$ cat src/rtl/alu_sched.sv
// ALU/LSU issue scheduler: latches one decoded instruction, optionally runs a
// load/store handshake with timeout, then issues a single writeback cycle.
//
// state | meaning
// IDLE  | ready for a new instruction; sched_err may pulse here after a timeout
// MEM   | load/store request held until lsu_ack or LSU_TIMEOUT cycles elapse
// EXEC  | one-cycle ALU issue with register/flag writeback
module alu_sched #(
  parameter int unsigned LSU_TIMEOUT = 255
) (
  input  logic        clk,
  input  logic        rst_n,
  input  logic        dec_valid,
  output logic        dec_ready,
  input  logic [3:0]  dec_alu_f,
  input  logic [1:0]  dec_mode,
  input  logic        dec_carry,
  input  logic        dec_wf,
  input  logic [15:0] dec_imm,
  input  logic [2:0]  dec_ra,
  input  logic [2:0]  dec_rb,
  input  logic [2:0]  dec_rd,
  output logic [2:0]  rf_ra_sel,
  output logic [2:0]  rf_rb_sel,
  output logic [2:0]  rf_rd_sel,
  output logic        rf_we,
  output logic        rf_sf_we,
  output logic [3:0]  alu_f,
  output logic        carry_mask,
  output logic [15:0] sched_t16,
  output logic [15:0] sched_agu_t16,
  output logic        sched_bypass_b,
  output logic        sched_zero_index,
  output logic        lsu_rd_req,
  output logic        lsu_wr_req,
  input  logic        lsu_ack,
  input  logic [15:0] lsu_rdata,
  output logic        sched_err,
  output logic        busy
);

  typedef enum logic [1:0] {IDLE = 2'd0, MEM = 2'd1, EXEC = 2'd2} state_t;

  localparam logic [1:0]  MODE_REG   = 2'b00;
  localparam logic [1:0]  MODE_IMM   = 2'b01;
  localparam logic [1:0]  MODE_LOAD  = 2'b10;
  localparam logic [15:0] TIMEOUT16  = 16'(LSU_TIMEOUT);
  localparam logic [3:0]  ALU_NOWB   = 4'b1111;

  state_t      state_q, state_d;
  logic [3:0]  f_q, f_d;
  logic [1:0]  mode_q, mode_d;
  logic        carry_q, carry_d;
  logic        wf_q, wf_d;
  logic [15:0] imm_q, imm_d;
  logic [2:0]  ra_q, ra_d;
  logic [2:0]  rb_q, rb_d;
  logic [2:0]  rd_q, rd_d;
  logic [15:0] opnd_q, opnd_d;
  logic [15:0] cnt_q, cnt_d;

  logic        ready_q, ready_d;
  logic        busy_q, busy_d;
  logic [2:0]  ra_sel_q, ra_sel_d;
  logic [2:0]  rb_sel_q, rb_sel_d;
  logic [2:0]  rd_sel_q, rd_sel_d;
  logic        we_q, we_d;
  logic        sf_we_q, sf_we_d;
  logic [3:0]  alu_f_q, alu_f_d;
  logic        cmask_q, cmask_d;
  logic [15:0] t16_q, t16_d;
  logic [15:0] agu_q, agu_d;
  logic        bypass_q, bypass_d;
  logic        zidx_q, zidx_d;
  logic        rd_req_q, rd_req_d;
  logic        wr_req_q, wr_req_d;
  logic        err_q, err_d;

  always_comb begin
    state_d = state_q;
    f_d     = f_q;
    mode_d  = mode_q;
    carry_d = carry_q;
    wf_d    = wf_q;
    imm_d   = imm_q;
    ra_d    = ra_q;
    rb_d    = rb_q;
    rd_d    = rd_q;
    opnd_d  = opnd_q;
    cnt_d   = cnt_q;
    err_d   = 1'b0;

    case (state_q)
      IDLE: begin
        if (dec_valid) begin
          f_d     = dec_alu_f;
          mode_d  = dec_mode;
          carry_d = dec_carry;
          wf_d    = dec_wf;
          imm_d   = dec_imm;
          ra_d    = dec_ra;
          rb_d    = dec_rb;
          rd_d    = dec_rd;
          state_d = dec_mode[1] ? MEM : EXEC;
          cnt_d   = dec_mode[1] ? 16'd1 : 16'd0;
        end
      end
      MEM: begin
        // A request is always outstanding in MEM, so ack is valid here; ack beats timeout.
        if (lsu_ack) begin
          cnt_d = 16'd0;
          if (mode_q == MODE_LOAD) begin
            opnd_d  = lsu_rdata;
            state_d = EXEC;
          end else begin
            state_d = IDLE;
          end
        end else if (cnt_q >= TIMEOUT16) begin
          cnt_d   = 16'd0;
          err_d   = 1'b1;
          state_d = IDLE;
        end else if (cnt_q != 16'hFFFF) begin
          cnt_d = cnt_q + 16'd1;
        end
      end
      EXEC: begin
        state_d = IDLE;
      end
      default: begin
        state_d = IDLE;
      end
    endcase
  end

  // Outputs are decoded from the next state so they land in registers aligned with it.
  always_comb begin
    ready_d  = (state_d == IDLE);
    busy_d   = (state_d != IDLE);
    ra_sel_d = 3'd0;
    rb_sel_d = 3'd0;
    rd_sel_d = 3'd0;
    we_d     = 1'b0;
    sf_we_d  = 1'b0;
    alu_f_d  = 4'd0;
    cmask_d  = 1'b0;
    t16_d    = 16'd0;
    agu_d    = 16'd0;
    bypass_d = 1'b0;
    zidx_d   = 1'b0;
    rd_req_d = 1'b0;
    wr_req_d = 1'b0;

    if (state_d != IDLE) begin
      alu_f_d = f_d;
      cmask_d = carry_d;
      agu_d   = imm_d;
    end

    case (state_d)
      MEM: begin
        ra_sel_d = rb_d;
        zidx_d   = (rb_d == 3'd0);
        if (mode_d == MODE_LOAD) begin
          rd_req_d = 1'b1;
        end else begin
          wr_req_d = 1'b1;
          rb_sel_d = rd_d;
        end
      end
      EXEC: begin
        ra_sel_d = ra_d;
        rd_sel_d = rd_d;
        we_d     = (f_d != ALU_NOWB);
        sf_we_d  = wf_d;
        case (mode_d)
          MODE_REG: begin
            bypass_d = 1'b0;
            rb_sel_d = rb_d;
          end
          MODE_IMM: begin
            bypass_d = 1'b1;
            t16_d    = imm_d;
          end
          MODE_LOAD: begin
            bypass_d = 1'b1;
            t16_d    = opnd_d;
          end
          default: begin
            bypass_d = 1'b0;
          end
        endcase
      end
      default: begin
        ra_sel_d = 3'd0;
      end
    endcase
  end

  always_ff @(posedge clk or negedge rst_n) begin
    if (!rst_n) begin
      state_q  <= IDLE;
      f_q      <= 4'd0;
      mode_q   <= 2'd0;
      carry_q  <= 1'b0;
      wf_q     <= 1'b0;
      imm_q    <= 16'd0;
      ra_q     <= 3'd0;
      rb_q     <= 3'd0;
      rd_q     <= 3'd0;
      opnd_q   <= 16'd0;
      cnt_q    <= 16'd0;
      ready_q  <= 1'b1;
      busy_q   <= 1'b0;
      ra_sel_q <= 3'd0;
      rb_sel_q <= 3'd0;
      rd_sel_q <= 3'd0;
      we_q     <= 1'b0;
      sf_we_q  <= 1'b0;
      alu_f_q  <= 4'd0;
      cmask_q  <= 1'b0;
      t16_q    <= 16'd0;
      agu_q    <= 16'd0;
      bypass_q <= 1'b0;
      zidx_q   <= 1'b0;
      rd_req_q <= 1'b0;
      wr_req_q <= 1'b0;
      err_q    <= 1'b0;
    end else begin
      state_q  <= state_d;
      f_q      <= f_d;
      mode_q   <= mode_d;
      carry_q  <= carry_d;
      wf_q     <= wf_d;
      imm_q    <= imm_d;
      ra_q     <= ra_d;
      rb_q     <= rb_d;
      rd_q     <= rd_d;
      opnd_q   <= opnd_d;
      cnt_q    <= cnt_d;
      ready_q  <= ready_d;
      busy_q   <= busy_d;
      ra_sel_q <= ra_sel_d;
      rb_sel_q <= rb_sel_d;
      rd_sel_q <= rd_sel_d;
      we_q     <= we_d;
      sf_we_q  <= sf_we_d;
      alu_f_q  <= alu_f_d;
      cmask_q  <= cmask_d;
      t16_q    <= t16_d;
      agu_q    <= agu_d;
      bypass_q <= bypass_d;
      zidx_q   <= zidx_d;
      rd_req_q <= rd_req_d;
      wr_req_q <= wr_req_d;
      err_q    <= err_d;
    end
  end

  assign dec_ready        = ready_q;
  assign busy             = busy_q;
  assign rf_ra_sel        = ra_sel_q;
  assign rf_rb_sel        = rb_sel_q;
  assign rf_rd_sel        = rd_sel_q;
  assign rf_we            = we_q;
  assign rf_sf_we         = sf_we_q;
  assign alu_f            = alu_f_q;
  assign carry_mask       = cmask_q;
  assign sched_t16        = t16_q;
  assign sched_agu_t16    = agu_q;
  assign sched_bypass_b   = bypass_q;
  assign sched_zero_index = zidx_q;
  assign lsu_rd_req       = rd_req_q;
  assign lsu_wr_req       = wr_req_q;
  assign sched_err        = err_q;

endmodule

$ cat config.mk
export PLATFORM = sky130hd
export DESIGN_NAME = alu_sched
export DESIGN_NICKNAME = d
export VERILOG_FILES = /design/src/rtl/alu_sched.sv
export SDC_FILE = /design/constraint.sdc
export NUM_CORES = 1
export LEC_CHECK = 0
export CAP_MARGIN = 20
export CORE_ASPECT_RATIO = 1.2
export CORE_MARGIN = 3
export CORE_UTILIZATION = 27
export CTS_CLUSTER_DIAMETER = 60
export DETAILED_ROUTE_END_ITERATION = 10
export GPL_TIMING_DRIVEN = 0
export SLEW_MARGIN = 40
export SYNTH_ARGS = -nofsm -noshare
export SYNTH_HDL_FRONTEND = slang
export SYNTH_SLANG_ARGS = --single-unit
export TNS_END_PERCENT = 1
$ cat constraint.sdc
create_clock -name clk -period 4.35 [get_ports clk]
set_input_delay 0.87 -clock clk [delete_from_list [all_inputs] [get_ports clk]]
set_output_delay 0.87 -clock clk [all_outputs]
set_load 0.02 [all_outputs]
==> out/results.ini, run 1 <==
[run_status]
status=finished clean

[pwr]
power_leakage_uw=0.00312
p_per_area_nw_per_um2=539
vdd.ir_drop.worst_mv=0.218

[setup_path]
worstSetupPathType=in2reg
crit_path_top_delay_cell=clkdlybuf4s50_1
path_max_fanout=10
path_cells=clkdlybuf4s50_1, nor3b_2, buf_4, buf_6, buf_6, mux2i_1, ha_1, and2_1, buf_2, nand2_1, buf_2, nor2_1, a31o_1
crit_required_ns=4.65
rr_worst_depth=12
cp-end-kind=register
cp_slowest_stage_delay_ns=0.51
critPathLaunchType=input port
worst-endpoint-arrival_ns=3.94

[cts]
post_cts.resized_instances=0
cts_tree=done
cts_post_setup_buffers_inserted=0
clockBufferDepth=2
root_buffer=clkbuf_16
htreeDepth=4
clk_pin_slew_ns=0.06
clock_sinks=122
cts_hold_buf=0
numCtsBuffers=17
clock_latency_ns=0.41

[sta]
worst_pin_slew_ns=0.700
rsz0062_at_grt=no
slew_violations=0
setup_viol=0
period_share=0.835
timing.fmax_ghz=0.275
clock_skew_ns=0.0125
fin_crit_ns=3.63
max-slew-margin-rel=0.533
finalHoldViolations=0
finalWorstSetupSlack_ns=0.718
final.setup.tns_ns=0

[cells_and_area]
fin_nets=559
area_delta_synth_final_pct=41.8
drive_gt1_frac=0.156
seqCellArea_um2=3050
nFillCells=1701
antenna_cells=0
fin_area_um2=6840
multi_input_area_um2=1550
utilization=0.398

[flow_run]
cap_violations=0

[logic_synthesis]
synthMostInstantiatedCell=dfrtp_1
yosysWarnings=0
syn_nets=432
yosysSeqAreaShare=0.634
synth-seq-cells=122
syn_avg_cell_area_um2=13.0
yosys.area.top_type=dfrtp_1
ys_types=48
synth_edf_count=0
synth_common_cells=dfrtp_1 (121), nor2_1 (44), inv_1 (28)
synth_top_cell_area_share=0.628
synth_cells=372
ys_top_cells_by_area=dfrtp_1 (63%), mux2i_1 (5.2%), nor2_1 (3.4%), a31o_1 (2.9%), mux2_4 (2.8%)
ys.flop_type=dfrtp_1
synth_area_um2=4820
async_reset_ff_frac=1.00

[global_routing]
grt_max_degree=68
grtUsageMet1=0.153
grt_pass1_wl_um=18400
antenna_found_initial=0
met3_usage=0.0459
gr-usage-met2=0.194
top_usage_layer=met2
grt_overflow_total=0
grt_pass1_vias=3513
track_usage=0.122

[floorplan]
start_util=0.281
core_um2=17200
ios=108
die_w_um=128
design.die.area_um2=19500
fp-row-count=52
die_h_um=152

[detailed_routing]
viasPerCell=4.46
drt_wl_total_um=11500
drt-initial-drc-count=134
vias=3247
postRouteAntennaNets=0
drc=0
wl_per_cell_um=15.8
first_pass_iters=4

[placed_design]
placed_area_um2=6190
dp_slack_ns=0.203
hpwl_um=8080
numPortBuffers=107
gp_congestion=0.771

[min_path]
min_path_type=in2async

==> cell type report <==
| type | count | area share |
|---|---|---|
| repair buffers | 108 | 0.161 |
| flip-flops and latches | 122 | 0.447 |
| plain buffers | 15 | 0.0143 |
| inverters | 31 | 0.0170 |
| clock buffers | 20 | 0.0668 |
| well taps | 216 | 0.0395 |
| multi-input cells | 204 | 0.227 |
| clock inverters | 12 | 0.0273 |
==> per-layer routing <==
| metal | part of all wire | routed length, um |
|---|---|---|
| met3 | 0.063 | 724 |
| met2 | 0.50 | 5710 |
| met5 | 0 | 0 |
| met1 | 0.43 | 4890 |
| met4 | 0.014 | 166 |
==> flip-flops by register name (all words and copies together) (netlist names), 2 cells and up <==
name and count:
imm_q 16, rf_rd_sel 3, alu_f 4, cnt_q 16, opnd_q 16, f_q 4
sched_t16 16, mode_q 2, rb_q 3, state_q 2, rd_q 3, ra_q 3
rf_rb_sel 3, rf_ra_sel 3, sched_agu_t16 16
==> layout by cell type (no fill, tap or decap), drive strengths merged, types with 3 or more instances in the layout <==
master         count
a21boi             3
a22oi              3
a31o              16
a31oi              5
and2               7
buf               13
bufinv             4
clkbuf            24
clkdlybuf4s50    106
clkinvlp           3
dfrtp            121
ha                 7
inv               34
mux2              23
mux2i             25
nand2             11
nand2b             3
nand3              5
nor2              55
nor2b              8
nor3               3
nor4               3
xnor2              4
==> cell families (layout without fill, tap and decap cells) <==
kind of cell | after synthesis | after routing | synth area share
compound gates | 38 | 38 | 0.0659
xor+xnor | 4 | 4 | 0.00727
fa+ha+maj | 7 | 7 | 0.0182
buf+inv | 46 | 186 | 0.0444
flops | 122 | 122 | 0.634
mux | 48 | 48 | 0.113
simple gates | 107 | 107 | 0.118
==> path summary, 6_finish.rpt <==
kind	start	endpoint	slack, ns
max in group asynchronous	rst_n	dec_ready	3.31
worst max-delay path	dec_valid	sched_t16[14]	0.72
worst min-delay path	rst_n	rf_rd_sel[0]	0.37
worst max register to register	cnt_q[8]	sched_t16[14]	1.05
worst min register to register	carry_q	carry_q	0.47
min in group clk	carry_q	carry_q	0.47
==> power breakdown <==
part,internal [uW],leakage (uW),switching (uW)
Sequential,1360,0.00158,72.5
Clock,996,0.000304,518
Combinational,351,0.00124,391
==> per-stage QoR <==
stage               power, uW  std cells  hold WS (ns)
floorplan                1880        372         0.448
global placement         2180        695         0.461
detailed placement       2210        696         0.463
CTS                      3740        728         0.373
global route             3870        728         0.388
finish                   3690        728         0.372
==> critical path, delay by kind of cell <==
family	cells	cell delay (ns)
compound gates	1	0.19
fa+ha+maj	1	0.28
buf+inv	6	1.57
mux	1	0.32
simple gates	4	0.69
Note: power is estimated with default switching activity, not from simulation.
==> run 2, diff against run 1 <==
clock period = 3.45 ns   (was 4.35 ns; I/O delays follow)
==> out/results.ini, run 2 (synthesized netlist as in run 1, its figures left out) <==
[cts]
cts_post_setup_buffers_inserted=0  ; unchanged
htreeDepth=4  ; unchanged
cts_tree=done
post_cts.resized_instances=1  ; +1
clock_latency_ns=0.41  ; about the same
clockBufferDepth=2  ; unchanged
numCtsBuffers=17  ; unchanged
clk_pin_slew_ns=0.06  ; about the same
root_buffer=clkbuf_16
clock_sinks=122  ; unchanged
cts_hold_buf=0  ; unchanged

[setup_path]
critPathBufInv=6  ; unchanged
crit_path_top_delay_cell=clkdlybuf4s50_1
rr_worst_depth=12  ; unchanged
worst-endpoint-arrival_ns=3.50  ; -0.44 ns
path_cells=clkdlybuf4s50_1, nor3b_2, buf_4, buf_6, buf_6, nand2_1, a21boi_2, ha_1, and2_1, buf_2, nand2_4, clkbuf_4, nor2_1, a31o_1
worstSetupPathType=in2reg
cp-end-kind=register
critPathMostFrequentCell=buf_6
crit_required_ns=3.75  ; -0.90 ns
cp_num_cells=14  ; +1
critPathLaunchType=input port
cp_slowest_stage_delay_ns=0.51  ; about the same
path_max_fanout=10  ; unchanged
path_delay_family=buffers and inverters

[sta]
timing.fmax_ghz=0.313
clock_skew_ns=0.0125  ; -0.0000287 ns
worst_pin_slew_ns=0.683  ; -0.0166 ns
hold_ws_ns=0.193  ; -0.179 ns
setup_viol=0  ; unchanged
rsz0062_at_grt=no
fin_crit_ns=3.19
max-slew-margin-rel=0.544  ; +0.0111
finalHoldViolations=0  ; unchanged
finalWorstSetupSlack_ns=0.255  ; -0.462 ns
period_share=0.926
slew_violations=0  ; unchanged

[placed_design]
gp_congestion=0.771  ; unchanged
hpwl_um=8080  ; unchanged
numPortBuffers=107  ; unchanged
placed_area_um2=6190  ; unchanged
dp_slack_ns=-0.517  ; -0.720 ns

[cells_and_area]
area_delta_synth_final_pct=42.3
nFillCells=1696  ; -0.29%
drive_gt1_frac=0.166  ; +0.00977
fin_area_um2=6860  ; +0.29%
final_cell_mix=dfrtp_1 (121), clkdlybuf4s50_1 (106), nor2_1 (44), inv_1 (28), mux2i_1 (24)
layout_commonest_cell=dfrtp_1
fin_nets=559  ; unchanged
antenna_cells=0  ; unchanged

[pwr]
p_per_area_nw_per_um2=680  ; +26%
power_leakage_uw=0.00314  ; +0.66%
total_power_uw=4660  ; +26%
vdd.ir_drop.worst_mv=0.277  ; +27%

[floorplan]
design.die.area_um2=19500  ; unchanged
start_util=0.281  ; unchanged
ios=108  ; unchanged
die_w_um=128  ; unchanged
fp-row-count=52  ; unchanged
core_um2=17200  ; unchanged
die_h_um=152  ; unchanged

[detailed_routing]
wl_per_cell_um=15.8  ; +0.31%
vias=3240  ; -0.22%
drt-initial-drc-count=100  ; -25%
first_pass_iters=4  ; unchanged
postRouteAntennaNets=0  ; unchanged
viasPerCell=4.45  ; -0.22%
drt_wl_total_um=11500  ; +0.31%
drc=0  ; unchanged

[global_routing]
grt_overflow_total=0  ; unchanged
antenna_found_initial=0  ; unchanged
track_usage=0.122  ; unchanged
grt_pass1_vias=3513  ; unchanged
grt_max_degree=68  ; unchanged
grt_pass1_wl_um=18400  ; unchanged

[min_path]
min_path_type=in2async

[run_status]
status=finished clean

[flow_run]
cap_violations=0  ; unchanged

[run 2: final timing paths]
path	start	end	slack (ns)
max	dec_valid	sched_t16[14]	0.26
min	rst_n	rf_rd_sel[0]	0.19
max reg2reg	cnt_q[8]	sched_t16[14]	0.38
min reg2reg	carry_q	carry_q	0.47
max in group asynchronous	rst_n	dec_ready	2.59
min in group clk	carry_q	carry_q	0.47
[run 2: layer usage]
layer	share of wire	up-vias	track usage	routed length, um
met1	0.43	1629	0.153	4950
met3	0.062	13	0.0459	710
met2	0.49	94	0.194	5700
met4	0.014	0	0.0415	166
met5	0	-	0	0
li1	-	1504	-	-
[run 2: final cells by class]
cell class	count	area (um^2)	area share
Sequential cell	122	3050	0.445
Multi-Input combinational cell	204	1570	0.229
Timing Repair Buffer	108	1100	0.161
Clock buffer	20	457	0.0666
Tap cell	216	270	0.0394
Clock inverter	12	186	0.0272
Inverter	31	116	0.0170
Buffer	15	103	0.0150
[run 2: through the flow]
| stage | setup TNS (ns) | util | instances |
|---|---|---|---|
| after detailed placement | -7.07 | 0.361 | 696 |
| after floorplan | 0 | - | 372 |
| after global routing | 0 | 0.399 | 728 |
| after global placement | -363.58 | 0.359 | 695 |
| after CTS | 0 | 0.398 | 728 |
| final | 0 | 0.399 | 728 |
[run 2: worst register-to-register path, cell delays in order, from the launching register on]
cell and delay (ns):
dfrtp_1 0.43, or4_4 0.57, nor2_4 0.22, and3_1 0.27
a21oi_1 0.09, ha_1 0.20, buf_2 0.18, and2_1 0.17
buf_2 0.20, nand2_4 0.16, clkbuf_4 0.24, nor2_1 0.07
a31o_1 0.19
[run 2: where the power goes]
part	internal, uW	switching (uW)
Combinational	448	496
Sequential	1710	92.4
Clock	1260	656
==> run 3, diff against run 2 <==
PLACE_DENSITY = 0.54   (was default)
==> out/results.ini, run 3 (synthesized netlist as in run 1, its figures left out) <==
[run_status]
status=finished clean

[cells_and_area]
utilization=0.397  ; -0.00197
antenna_cells=0  ; unchanged
fin_area_um2=6820  ; -0.49%
layout_commonest_cell=dfrtp_1
drive_gt1_frac=0.162  ; -0.00391
area_delta_synth_final_pct=41.6
fin_nets=559  ; unchanged
final_cell_mix=dfrtp_1 (121), clkdlybuf4s50_1 (106), nor2_1 (44), inv_1 (28), mux2i_1 (24)

[pwr]
power_leakage_uw=0.00313  ; -0.31%
vdd.ir_drop.worst_mv=0.272  ; -2.0%
p_per_area_nw_per_um2=671  ; -1.3%
total_power_uw=4580  ; -1.8%

[setup_path]
worstSetupPathType=in2reg
crit_path_top_delay_cell=clkdlybuf4s50_1
crit_required_ns=3.74  ; about the same
critPathLaunchType=input port
path_max_fanout=10  ; unchanged
cp_slowest_stage_delay_ns=0.55  ; +0.04 ns
worst-endpoint-arrival_ns=3.52  ; +0.02 ns
path_cells=clkdlybuf4s50_1, nor3b_2, buf_4, buf_6, buf_6, nand2_1, a21boi_2, ha_1, and2_1, buf_2, nand2_4, buf_4, nor2_1, a31o_1
cp-end-kind=register

[placed_design]
placed_area_um2=6190  ; unchanged
dp_slack_ns=-0.557  ; -0.0401 ns
gp_congestion=0.801  ; +3.9%
hpwl_um=8090  ; +0.12%
numPortBuffers=107  ; unchanged

[global_routing]
grt_pass1_wl_um=18900  ; +2.6%
grt_pass1_vias=3401  ; -3.2%
antenna_found_initial=0  ; unchanged
grt_overflow_total=0  ; unchanged
track_usage=0.127  ; +0.00412
grt_max_degree=69  ; +1.5%

[floorplan]
start_util=0.281  ; unchanged
design.die.area_um2=19500  ; unchanged
die_w_um=128  ; unchanged
core_um2=17200  ; unchanged
fp-row-count=52  ; unchanged
ios=108  ; unchanged
die_h_um=152  ; unchanged

[cts]
cts_post_setup_buffers_inserted=0  ; unchanged
clock_latency_ns=0.41  ; about the same
clock_sinks=122  ; unchanged
cts_hold_buf=0  ; unchanged
cts_tree=done
clockBufferDepth=2  ; unchanged
root_buffer=clkbuf_16
clk_pin_slew_ns=0.05  ; about the same
numCtsBuffers=17  ; unchanged
htreeDepth=4  ; unchanged

[detailed_routing]
drt_wl_total_um=11600  ; +0.84%
viasPerCell=4.29  ; -3.5%
drc=0  ; unchanged
wl_per_cell_um=16.0  ; +0.84%
first_pass_iters=4  ; unchanged
vias=3126  ; -3.5%
drt-initial-drc-count=122  ; +22%
postRouteAntennaNets=0  ; unchanged

[min_path]
min_path_type=in2async

[sta]
worst_pin_slew_ns=0.631  ; -0.0526 ns
finalWorstSetupSlack_ns=0.218  ; -0.0373 ns
slew_violations=0  ; unchanged
clock_skew_ns=0.0113  ; -0.00117 ns
finalHoldViolations=0  ; unchanged
max-slew-margin-rel=0.579  ; +0.0351
period_share=0.937  ; +0.0108
final.setup.tns_ns=0  ; unchanged
fin_crit_ns=3.23  ; +0.0373 ns
timing.fmax_ghz=0.309  ; -1.2%
rsz0062_at_grt=no
setup_viol=0  ; unchanged

[flow_run]
cap_violations=0  ; unchanged

==> run 3: final cells by class <==
cell class / count / area (um^2)
multi-input cells: 204 / 1570
clock inverters: 12 / 173
fillers: 1670 / 10400
clock buffers: 20 / 437
well taps: 216 / 270
repair buffers: 108 / 1100
inverters: 31 / 116
plain buffers: 15 / 103
flip-flops and latches: 122 / 3050
==> run 3: timing repair <==
| item | 4_1_cts | 5_1_grt |
|---|---|---|
| resized for setup | 1 | 8 |
| pin swaps | 0 | 0 |
| endpoints found under the setup margin | 10 | 11 |
| cloned | 0 | 0 |
==> run 3: metal layers <==
layer,vias up,track usage,share of wire
met3,16,0.0435,0.050
met5,-,0,0
met4,0,0.0455,0.017
met1,1521,0.164,0.45
met2,85,0.196,0.48
li1,1504,-,-
==> run 3: worst max-delay path, delay by kind of cell <==
kind,cells,cell delay (ns)
AND/OR/NAND/NOR,5,0.64
AO/OA/AOI/OAI,2,0.38
buffers and inverters,6,1.53
adder cells (fa/ha/maj),1,0.26
==> run 3: through the flow <==
stage	instances	hold slack (ns)
after floorplan	372	0.394
after global placement	695	0.458
after detailed placement	696	0.470
final	728	0.185
after global routing	728	0.206
after CTS	728	0.197
==> run 3: where the power goes <==
part	internal, uW	switching [uW]
clock network	1210	629
registers	1710	86.4
logic	447	495
total	3370	1210
==> run 3: worst paths after layout <==
path	startpoint	endpoint	slack [ns]	cells past startpoint
max in group asynchronous	rst_n	dec_ready	2.56	2
min in group clk	carry_q	carry_q	0.48	1
setup reg to reg	cnt_q[8]	sched_t16[9]	0.37	12
hold reg to reg	carry_q	carry_q	0.48	1
setup / recovery	dec_valid	sched_t16[9]	0.22	14
hold / removal	rst_n	cnt_q[9]	0.18	1
